File: config.mk
export PLATFORM = sky130hd
export DESIGN_NAME = simon_key_expander
export DESIGN_NICKNAME = d
export VERILOG_FILES = /design/src/rtl/simon_key_expander.sv
export SDC_FILE = /design/constraint.sdc
export NUM_CORES = 1
export LEC_CHECK = 0
export BUFFER_PORTS_ARGS = -buffer_cell sky130_fd_sc_hd__buf_2
export CAP_MARGIN = 20
export CORE_ASPECT_RATIO = 1.2
export CORE_MARGIN = 10
export CORE_UTILIZATION = 50
export DETAILED_ROUTE_END_ITERATION = 6
export GPL_ROUTABILITY_DRIVEN = 0
export PLACE_DENSITY = 0.76
export SLEW_MARGIN = 20
export SYNTH_ARGS = -nofsm -noshare
export SYNTH_HDL_FRONTEND = slang
export SYNTH_SLANG_ARGS = --single-unit
File: constraint.sdc
create_clock -name clk -period 3.5 [get_ports clk]
set_input_delay 0.175 -clock clk [delete_from_list [all_inputs] [get_ports clk]]
set_output_delay 0.175 -clock clk [all_outputs]
set_load 0.02 [all_outputs]
File: src/rtl/simon_key_expander.sv
// ---------------------------------------------------------------------------
// simon_key_expander
// Sequential SIMON key schedule. A master key of M words (N bits each) is
// loaded, and round keys k[0..T-1] are then presented one at a time on a
// valid/ready interface. The default instance is SIMON64/96.
//
// Ports
//   clk       rising-edge clock
//   rst       synchronous, active-high reset
//   key_in    master key, key_in[N-1:0] = k[0], top word = k[M-1]
//   key_load  start request, only honoured while idle
//   busy      high while round keys are being produced
//   rk_out    current round key k[rk_idx]
//   rk_idx    index of rk_out
//   rk_valid  rk_out / rk_idx are valid
//   rk_ready  consumer accepts the current round key
//   done      one-cycle pulse after the last round key is accepted
//
// state  | meaning
// -------+----------------------------------------------------------
// S_IDLE | waiting for key_load, outputs quiet
// S_RUN  | presenting k[rk_idx], advance on each handshake
// S_DONE | last key accepted, done high for this single cycle
// ---------------------------------------------------------------------------
module simon_key_expander #(
   parameter int          N    = 32,
   parameter int          M    = 3,
   parameter int          T    = 42,
   parameter logic [61:0] ZSEQ = 62'b10101111011100000011010010011000101000010001111110010110110011,
   localparam int         IW   = $clog2(T)
) (
   input  logic           clk,
   input  logic           rst,
   input  logic [N*M-1:0] key_in,
   input  logic           key_load,
   output logic           busy,
   output logic [N-1:0]   rk_out,
   output logic [IW-1:0]  rk_idx,
   output logic           rk_valid,
   input  logic           rk_ready,
   output logic           done
);

   typedef enum logic [1:0] {
      S_IDLE = 2'd0,
      S_RUN  = 2'd1,
      S_DONE = 2'd2
   } state_t;

   state_t       state;
   // win[0] is the key currently presented; win[M-1] is the newest word
   logic [N-1:0] win [M];
   logic [5:0]   zc;
   logic [N-1:0] tmp_a;
   logic [N-1:0] tmp_b;
   logic [N-1:0] knew;
   logic         z_bit;
   logic         hs;

   // next schedule word from the current window
   always_comb begin
      tmp_a = {win[M-1][2:0], win[M-1][N-1:3]};
      if (M == 4) begin
         tmp_a = tmp_a ^ win[1];
      end
      tmp_b = tmp_a ^ {tmp_a[0], tmp_a[N-1:1]};
      // the z constant is stored with z[0] in the MSB
      z_bit = ZSEQ[6'd61 - zc];
      knew  = ~win[0] ^ tmp_b ^ N'(3) ^ N'(z_bit);
   end

   assign hs     = rk_valid & rk_ready;
   assign rk_out = win[0];

   always_ff @(posedge clk) begin
      if (rst) begin
         state    <= S_IDLE;
         busy     <= 1'b0;
         rk_valid <= 1'b0;
         done     <= 1'b0;
         rk_idx   <= '0;
         zc       <= '0;
         for (int j = 0; j < M; j++) begin
            win[j] <= '0;
         end
      end else begin
         case (state)
            S_IDLE: begin
               done <= 1'b0;
               if (key_load) begin
                  for (int j = 0; j < M; j++) begin
                     win[j] <= key_in[j*N +: N];
                  end
                  rk_idx   <= '0;
                  zc       <= '0;
                  rk_valid <= 1'b1;
                  busy     <= 1'b1;
                  state    <= S_RUN;
               end
            end

            S_RUN: begin
               if (hs) begin
                  for (int j = 0; j < M-1; j++) begin
                     win[j] <= win[j+1];
                  end
                  win[M-1] <= knew;
                  zc       <= (zc == 6'd61) ? 6'd0 : zc + 6'd1;
                  rk_idx   <= rk_idx + IW'(1);
                  if (rk_idx == IW'(T-1)) begin
                     rk_valid <= 1'b0;
                     busy     <= 1'b0;
                     done     <= 1'b1;
                     state    <= S_DONE;
                  end
               end
            end

            S_DONE: begin
               // key_load is deliberately not looked at here
               done  <= 1'b0;
               state <= S_IDLE;
            end

            default: begin
               state <= S_IDLE;
            end
         endcase
      end
   end

endmodule

==> results of run 1 <==
[worst max path at each step]
stage	end	slack, ns	depth (start not counted)
floorplan	win[0][0]$_DFFE_PP_	0.74	4
global placement	win[0][64]$_DFFE_PP_	0.90	7
detailed placement	win[0][64]$_DFFE_PP_	0.77	7
CTS	win[0][64]$_DFFE_PP_	0.76	7
global route	win[0][64]$_DFFE_PP_	0.62	7
finish	win[0][64]$_DFFE_PP_	0.74	7
[worst max-delay path, stage by stage (launching register included)]
cell and delay (ns):
dfxtp_1 0.57, inv_1 0.19, ha_1 0.48, or2_2 0.34, mux4_2 0.47, a32oi_2 0.18
xnor2_1 0.09, a22o_1 0.19
[Yosys cell counts, drive strengths merged (2+ instances only)]
library cell / count / area [um^2]
a211oi: 3 / 22.5
a21oi: 7 / 35.0
a22o: 96 / 841
buf: 42 / 310
clkbuf: 16 / 63.8
dfxtp: 16 / 320
edfxtp: 96 / 2880
ha: 10 / 125
inv: 4 / 15.0
mux2i: 2 / 20.0
nand2: 9 / 33.8
nand3: 6 / 35.0
nand4: 3 / 18.8
nor2: 19 / 71.3
nor3: 4 / 20.0
o21ai: 4 / 20.0
or2: 3 / 18.8
or3: 2 / 12.5
xnor2: 35 / 314
xor2: 40 / 358
[cells in the final DEF, fill, tap and decap left out, drive strengths merged]
| cell type | instances |
|---|---|
| a211oi | 3 |
| a21o | 1 |
| a21oi | 7 |
| a22o | 96 |
| a311o | 1 |
| a31oi | 1 |
| a32oi | 1 |
| buf | 145 |
| bufinv | 2 |
| clkbuf | 12 |
| clkinv | 1 |
| dfxtp | 16 |
| edfxtp | 96 |
| ha | 10 |
| inv | 5 |
| mux2 | 1 |
| mux2i | 2 |
| mux4 | 1 |
| nand2 | 9 |
| nand2b | 1 |
| nand3 | 6 |
| nand4 | 3 |
| nand4b | 1 |
| nor2 | 19 |
| nor2b | 1 |
| nor3 | 4 |
| nor3b | 1 |
| nor4bb | 1 |
| o2111ai | 1 |
| o211a | 1 |
| o21ai | 4 |
| o22ai | 1 |
| or2 | 3 |
| or2b | 1 |
| or3 | 2 |
| xnor2 | 35 |
| xor2 | 40 |
[final cells by class]
class	count	area, um^2
timing repair buffer	145	776
fill	869	4480
multi-input combinational	258	2110
clock inverter	4	77.6
clock buffer	12	236
sequential	112	3200
inverter	4	15.0
tap	154	193
[metrics by stage]
step / utilization, % / setup WS, ns / power (mW) / cell area, um^2
2_1_floorplan: - / 0.738 / 1.96 / 5680
4_1_cts: 59.6 / 0.756 / 3.17 / 6610
3_3_place_gp: 56.8 / 0.896 / 2.07 / 6290
6_report: 59.6 / 0.745 / 3.15 / 6610
5_1_grt: 59.6 / 0.617 / 3.26 / 6610
3_5_place_dp: 56.8 / 0.767 / 2.08 / 6290
[per-layer routing]
layer	up-vias	GRT usage [%]	routed length (um)
met5	-	0	0
met4	0	6.75	243
met3	14	3.71	996
met1	1877	20.5	5540
met2	145	25.4	6510
li1	1795	-	-
[registers in the layout, indices dropped and copies added, names as in the netlist]
register / flops
done: 1
rk_idx: 6
rk_valid: 1
state: 2
win: 96
zc: 6
[kinds of logic after synthesis]
kind of cell | after synthesis
xor gates and xnor gates | 75
adders and majority gates | 10
DFF | 112
AOI/OAI and AO/OA | 117
muxes | 4
buffers and inverters | 62
and+or+nand+nor | 52
[power breakdown]
part	switching (mW)	internal (mW)	leakage, nW
clock network	0.467	0.633	0.151
registers	0.0801	1.56	1.17
logic	0.214	0.195	1.45
==> impl_metrics.yaml, run 1 <==
status:
  outcome: "completed"
global_routing:
  grt_overflow_total: 0
  antenna_found_initial: 0
  grt_max_degree: 97
  grt_pass1_wl_mm: 20.5
  grt_pass1_vias: 3766
  grt_usage_pct: 15.9
routing:
  vias_per_cell: 5.56
  wirelength_mm: 13.3
  antenna_left: 0
  dr.pass1.iters: 4
  drc: 0
  drt-initial-drc-count: 339
  via_count: 3831
  wire_per_inst_um: 19.3
critical_path:
  crit_path_end_kind: "register"
  arrival_ns: 2.86
  r2r-end: "win[0][64]$_DFFE_PP_"
  path_max_fanout: 12
  worstRegToRegCells: 7
  path_class: "reg2reg"
  critPathRequiredTime_ns: 3.61
  timing.reg2reg.setup_slack_ns: 0.74
  cp-start-kind: "register"
  regToRegStartpoint: "zc[1]$_SDFFE_PP0P_"
  crit_start: "zc[1]$_SDFFE_PP0P_"
final_layout:
  drive_gt1_share_pct: 31.8
  fin_cells: 689
  num_antenna_cells: 0
  finalNetCount: 640
  areaGrowthSynthToFinish_pct: 16.2
synthesis:
  syn_inst: 432
  yosys.cell_types.count: 42
  synth_area_um2: 5680
  yosys-mux-area-fraction_pct: 0.947
  synth-main-ff-cell: "edfxtp_1"
  postSynth.asyncResetShare_pct: 0
  ys_seq_area_share_pct: 56.4
  ys_warn_count: 0
  synth_xor_area_share_pct: 11.8
  yosys.area_share.simple_pct: 4.51
  synth_compound_area_share_pct: 17.3
  synth_edf_count: 96
  ys_seq_elements: 112
  syn_avg_cell_area_um2: 13.2
  synthAdderAreaFrac_pct: 2.20
  synth_top_family_by_area: "compound AO/OA/AOI/OAI gates"
  syn_nets: 542
place:
  dp.cells: 673
  hpwl_mm: 9.38
  io_buffers: 140
min_path:
  min_path_cells: 2
  worstHoldPathType: "in2reg"
  hp-start: "key_in[86]"
  holdPathEnd: "win[0][86]$_DFFE_PP_"
clock_tree:
  holdBufCountCts: 0
  cts_buffers: 9
  cts_tree: "built"
  insertion_delay_ns: 0.35
  htree_num_levels: 3
  clock-root-buffer: "clkbuf_16"
  cts_sinks: 112
  worst_setup_hold_path_clk_slew_ns: 0.08
  cts_resized: 0
  post-cts-setup-buffers: 0
  clockBufferDepth: 2
sta:
  rsz0062_at_grt: "no"
  setup_violations: 0
  hold_ws_ns: 0.111
  fmax_mhz: 363
  finalHoldViolations: 0
  worst_slew_margin_rel_pct: 70.4
  maxSlewViolCount: 0
  period_needed_ns: 2.76
  skew_ns: 0.00901
  worst_slew_pin_slew_ns: 0.444
  setup_tns_ns: 0
  fin_crit_sh_pct: 78.7
flow_run:
  maxCapViolations: 0
pwr:
  powerDensity_nw_per_um2: 477
  ir_drop_mv: 0.276
  leakage_nw: 2.78
floorplanning:
  row_count: 42
  die_w_um: 117
  coreArea_um2: 11100
  die_area_um2: 16100
  start_util_pct: 51.3
  die_h_um: 137
  ioPinCount: 141
Note: power is estimated with default switching activity, not from simulation.
==> inputs of run 2 (changes only) <==
Settings changed: ABC_AREA set to 1, CORE_UTILIZATION 50 to 49, PLACE_DENSITY 0.76 to 0.77.
Clock period 3.5 ns to 2.43 ns, I/O delays scaled along.
==> impl_metrics.yaml, run 2 <==
routing:
  drt-initial-drc-count: 415
  dr.pass1.iters: 4
  via_count: 4307
  vias_per_cell: 5.36
  drc: 0
  antenna_left: 0
  wirelength_mm: 14.3
  wire_per_inst_um: 17.7
clock_tree:
  clock-root-buffer: "clkbuf_16"
  cts_resized: 0
  cts_sinks: 112
  cts_tree: "built"
  clockBufferDepth: 2
  htree_num_levels: 3
  insertion_delay_ns: 0.35
  worst_setup_hold_path_clk_slew_ns: 0.07
  cts_buffers: 9
  post-cts-setup-buffers: 0
  holdBufCountCts: 0
synthesis:
  synth_most_common_cell: "edfxtp_1"
  ys_seq_elements: 112
  synth_area_um2: 5960
  ys_warn_count: 0
  yosys.cell_types.count: 38
  netlist_top_cells_area: "edfxtp_1 48%, a22o_1 9.6%, dfxtp_1 5.4%"
  netlist_top_cells_count: "96 x edfxtp_1, 79 x nand2_1, 65 x a22o_1"
  synth_edf_count: 96
  ys_seq_area_share_pct: 53.8
  synth_top_area_cell: "edfxtp_1"
  syn_nets: 647
  synth-main-ff-cell: "edfxtp_1"
  syn_avg_cell_area_um2: 11.1
  postSynth.asyncResetShare_pct: 0
  synth_top_cell_area_share_pct: 48.4
  syn_inst: 537
critical_path:
  path_delay_family: "simple AND/OR/NAND/NOR gates"
  timing.reg2reg.setup_slack_ns: 0.23
  path_class: "reg2reg"
  cp-start-kind: "register"
  crit_path_end_kind: "register"
  crit_slowest_cell: "dfxtp_1"
  crit_start: "zc[1]$_SDFFE_PP0P_"
  regToRegStartpoint: "zc[1]$_SDFFE_PP0P_"
  path_max_fanout: 9
  arrival_ns: 2.32
  slowest_delay_ns: 0.51
  critPathBufInv: 2
  cp_common_cell: "nand2_1"
  crit_chain: "inv_1, ha_1, inv_1, nor2_1, nor2_1, nand2_1, nand2_1, nand2_1, nand3_1, nand2_1, nand2_1, nand3_1, nand2_1"
  critPathRequiredTime_ns: 2.54
final_layout:
  drive_gt1_share_pct: 32.0
  most-common-layout-cells: "140 x buf_2, 96 x edfxtp_1, 78 x nand2_1, 65 x a22o_1, 49 x inv_1"
  layout_commonest_cell: "buf_2"
  areaGrowthSynthToFinish_pct: 15.1
  utilization_pct: 57.1
  regMostFlops: "win"
  num_antenna_cells: 0
  reg_top3: "win: 96 flops, rk_idx: 6 flops, zc: 6 flops"
  finalNetCount: 748
  fin_cells: 804
  largest_reg_flops: 96
sta:
  period_needed_ns: 2.20
  maxSlewViolCount: 0
  skew_ns: 0.00668
  worst_slew_pin_slew_ns: 0.440
  rsz0062_at_grt: "no"
  finalHoldViolations: 0
  fin_ws_ns: 0.227
  worst_slew_margin_rel_pct: 70.4
  fin_crit_sh_pct: 90.6
  fmax_mhz: 454
  setup_violations: 0
  setup_tns_ns: 0
global_routing:
  grt_overflow_total: 0
  antenna_found_initial: 0
  grt_pass1_vias: 4491
  grt_usage_pct: 16.8
  grt_max_degree: 78
  grt_pass1_wl_mm: 23.2
floorplanning:
  die_area_um2: 17000
  die_w_um: 121
  coreArea_um2: 12000
  row_count: 44
  ioPinCount: 141
  start_util_pct: 49.6
  die_h_um: 141
pwr:
  powerDensity_nw_per_um2: 657
  p_total_mw: 4.50
  ir_drop_mv: 0.418
  leakage_nw: 3.02
status:
  outcome: "completed"
min_path:
  worstHoldPathType: "in2reg"
  hp-start: "key_load"
place:
  hpwl_mm: 10.3
  io_buffers: 140
  dp_slack_ns: 0.287
  dp.cells: 788
flow_run:
  maxCapViolations: 0
## run 2: layer usage
layer | up-vias | track usage, % | wire (um)
met4 | 0 | 5.34 | 193
met3 | 17 | 5.27 | 996
met2 | 156 | 26.2 | 6700
met1 | 2043 | 21.8 | 6360
li1 | 2091 | - | -
met5 | - | 0 | 0
## run 2: through the flow
step,hold slack [ns],cell area (um^2)
after floorplan,0.198,5970
after global placement,0.405,6590
after detailed placement,0.413,6590
after CTS,0.0473,6860
after global routing,0.0538,6860
final,0.0576,6860
## run 2: worst paths after layout
| kind | endpoint | depth (start not counted) |
|---|---|---|
| worst max-delay path | win[0][64]$_DFFE_PP_ | 13 |
| worst min-delay path | state[1]$_SDFFE_PP0P_ | 2 |
| worst max register to register | win[0][64]$_DFFE_PP_ | 13 |
| worst min register to register | rk_idx[5]$_SDFFE_PP0P_ | 1 |
## run 2: area by class of cell
cell class,count,area (um^2)
Inverter,55,206
Clock inverter,5,31.3
Clock buffer,11,233
Timing Repair Buffer,146,796
Sequential cell,112,3200
Multi-Input combinational cell,314,2180
Tap cell,161,201
Fill cell,1057,5150
## run 2: report_power, final
part           internal [mW]  switching, mW
registers               2.28          0.122
logic                  0.302          0.409
clock network          0.699          0.688
## run 2: kinds of logic (layout without fill, tap and decap cells)
group	count (synthesis)	in the layout	share of synthesized area, %
AOI/OAI and AO/OA	116	116	16.6
buffers and inverters	111	217	9.79
DFF	112	112	53.8
xor gates and xnor gates	39	39	5.73
adders and majority gates	10	10	2.10
and+or+nand+nor	149	149	12.0
==> inputs of run 3 (changes only) <==
Settings changed: HOLD_SLACK_MARGIN set to 0.12.
==> impl_metrics.yaml, run 3 (synthesis results as in run 2) <==
status:
  outcome: "completed"
floorplanning:
  coreArea_um2: 12000
  die_area_um2: 17000
  row_count: 44
  die_h_um: 141
  ioPinCount: 141
  start_util_pct: 49.6
  die_w_um: 121
min_path:
  worstHoldPathType: "in2reg"
clock_tree:
  htree_num_levels: 3
  clock-root-buffer: "clkbuf_16"
  clockBufferDepth: 2
  insertion_delay_ns: 0.36
  cts_tree: "built"
  cts_buffers: 9
  worst_setup_hold_path_clk_slew_ns: 0.07
  cts_resized: 0
  cts_sinks: 112
final_layout:
  num_antenna_cells: 0
  layout_commonest_cell: "buf_2"
  areaGrowthSynthToFinish_pct: 31.5
  reg_top3: "win: 96 flops, rk_idx: 6 flops, zc: 6 flops"
  most-common-layout-cells: "140 x buf_2, 98 x dlygate4sd3_1, 96 x edfxtp_1, 78 x nand2_1, 65 x a22o_1"
  finalNetCount: 846
  regMostFlops: "win"
  largest_reg_flops: 96
  fin_cells: 902
  drive_gt1_share_pct: 27.8
  utilization_pct: 65.3
sta:
  worst_slew_margin_rel_pct: 68.9
  setup_violations: 0
  period_needed_ns: 2.20
  rsz0062_at_grt: "no"
  fin_crit_sh_pct: 90.7
  maxSlewViolCount: 0
  skew_ns: 0.0124
  hold_ws_ns: 0.246
  worst_slew_pin_slew_ns: 0.462
  setup_tns_ns: 0
  fmax_mhz: 454
  finalHoldViolations: 0
place:
  io_buffers: 140
  hpwl_mm: 10.3
  dp.cells: 788
critical_path:
  path_class: "reg2reg"
  critPathRequiredTime_ns: 2.54
  path_max_fanout: 9
  crit_path_end_kind: "register"
  arrival_ns: 2.32
  cp-start-kind: "register"
global_routing:
  use_met2_pct: 33.4
  grt_use_met1_pct: 23.8
  grt_overflow_total: 0
  antenna_found_initial: 0
  grt_pass1_wl_mm: 26.9
  grt_usage_pct: 19.7
  grt_max_degree: 78
  grt_use_met3_pct: 5.19
  busiest_layer: "met2"
  grt_pass1_vias: 5095
routing:
  wirelength_mm: 16.6
  drc: 0
  vias_per_cell: 5.30
  via_count: 4778
  antenna_left: 0
  dr.pass1.iters: 5
  wire_per_inst_um: 18.4
  drt-initial-drc-count: 404
pwr:
  p_total_mw: 4.66
  powerDensity_nw_per_um2: 594
  leakage_nw: 3.43
  ir_drop_mv: 0.409
flow_run:
  maxCapViolations: 0
run 3: area by class of cell:
| class | instances | area (um^2) |
|---|---|---|
| Fill cell | 933 | 4170 |
| Sequential cell | 112 | 3200 |
| Multi-Input combinational cell | 314 | 2180 |
| Inverter | 55 | 206 |
| Clock buffer | 11 | 233 |
| Clock inverter | 5 | 31.3 |
| Tap cell | 161 | 201 |
| Timing Repair Buffer | 244 | 1780 |
run 3: where the power goes:
| part | switching, mW | internal [mW] | total (mW) |
|---|---|---|---|
| registers | 0.128 | 2.28 | 2.41 |
| clock network | 0.691 | 0.699 | 1.39 |
| logic | 0.448 | 0.405 | 0.853 |
run 3: critical path, cell delays in order (launching register included):
cell     delay (ns)
dfxtp_1        0.51
inv_1          0.19
ha_1           0.46
inv_1          0.13
nor2_1         0.13
nor2_1         0.06
nand2_1        0.05
nand2_1        0.05
nand2_1        0.06
nand3_1        0.08
nand2_1        0.08
nand2_1        0.05
nand3_1        0.06
nand2_1        0.05
run 3: repair_timing:
action	4_1_cts	5_1_grt
hold buffers	98	0
setup buffers	0	0
endpoints found under the setup margin	0	0
hold endpoints to repair	99	0
run 3: metal layers:
metal,vias up,part of all wire (%)
li1,2286,-
met4,0,1.5
met5,-,0
met3,19,6.3
met1,2297,41
met2,176,51
run 3: metrics by stage:
step	instance area, um^2	setup WS [ns]
floorplan	5970	0.322
global placement	6590	0.462
detailed placement	6590	0.287
CTS	7840	0.281
global route	7840	0.0113
finish	7840	0.226
run 3: path summary, 6_finish.rpt:
path / cells past startpoint / startpoint / end / slack [ns]
worst max-delay path: 13 / zc[1]$_SDFFE_PP0P_ / win[0][64]$_DFFE_PP_ / 0.23
worst min-delay path: 5 / rk_ready / rk_idx[0]$_SDFFE_PP0P_ / 0.25
worst max register to register: 13 / zc[1]$_SDFFE_PP0P_ / win[0][64]$_DFFE_PP_ / 0.23
worst min register to register: 1 / rk_idx[5]$_SDFFE_PP0P_ / rk_idx[5]$_SDFFE_PP0P_ / 0.50
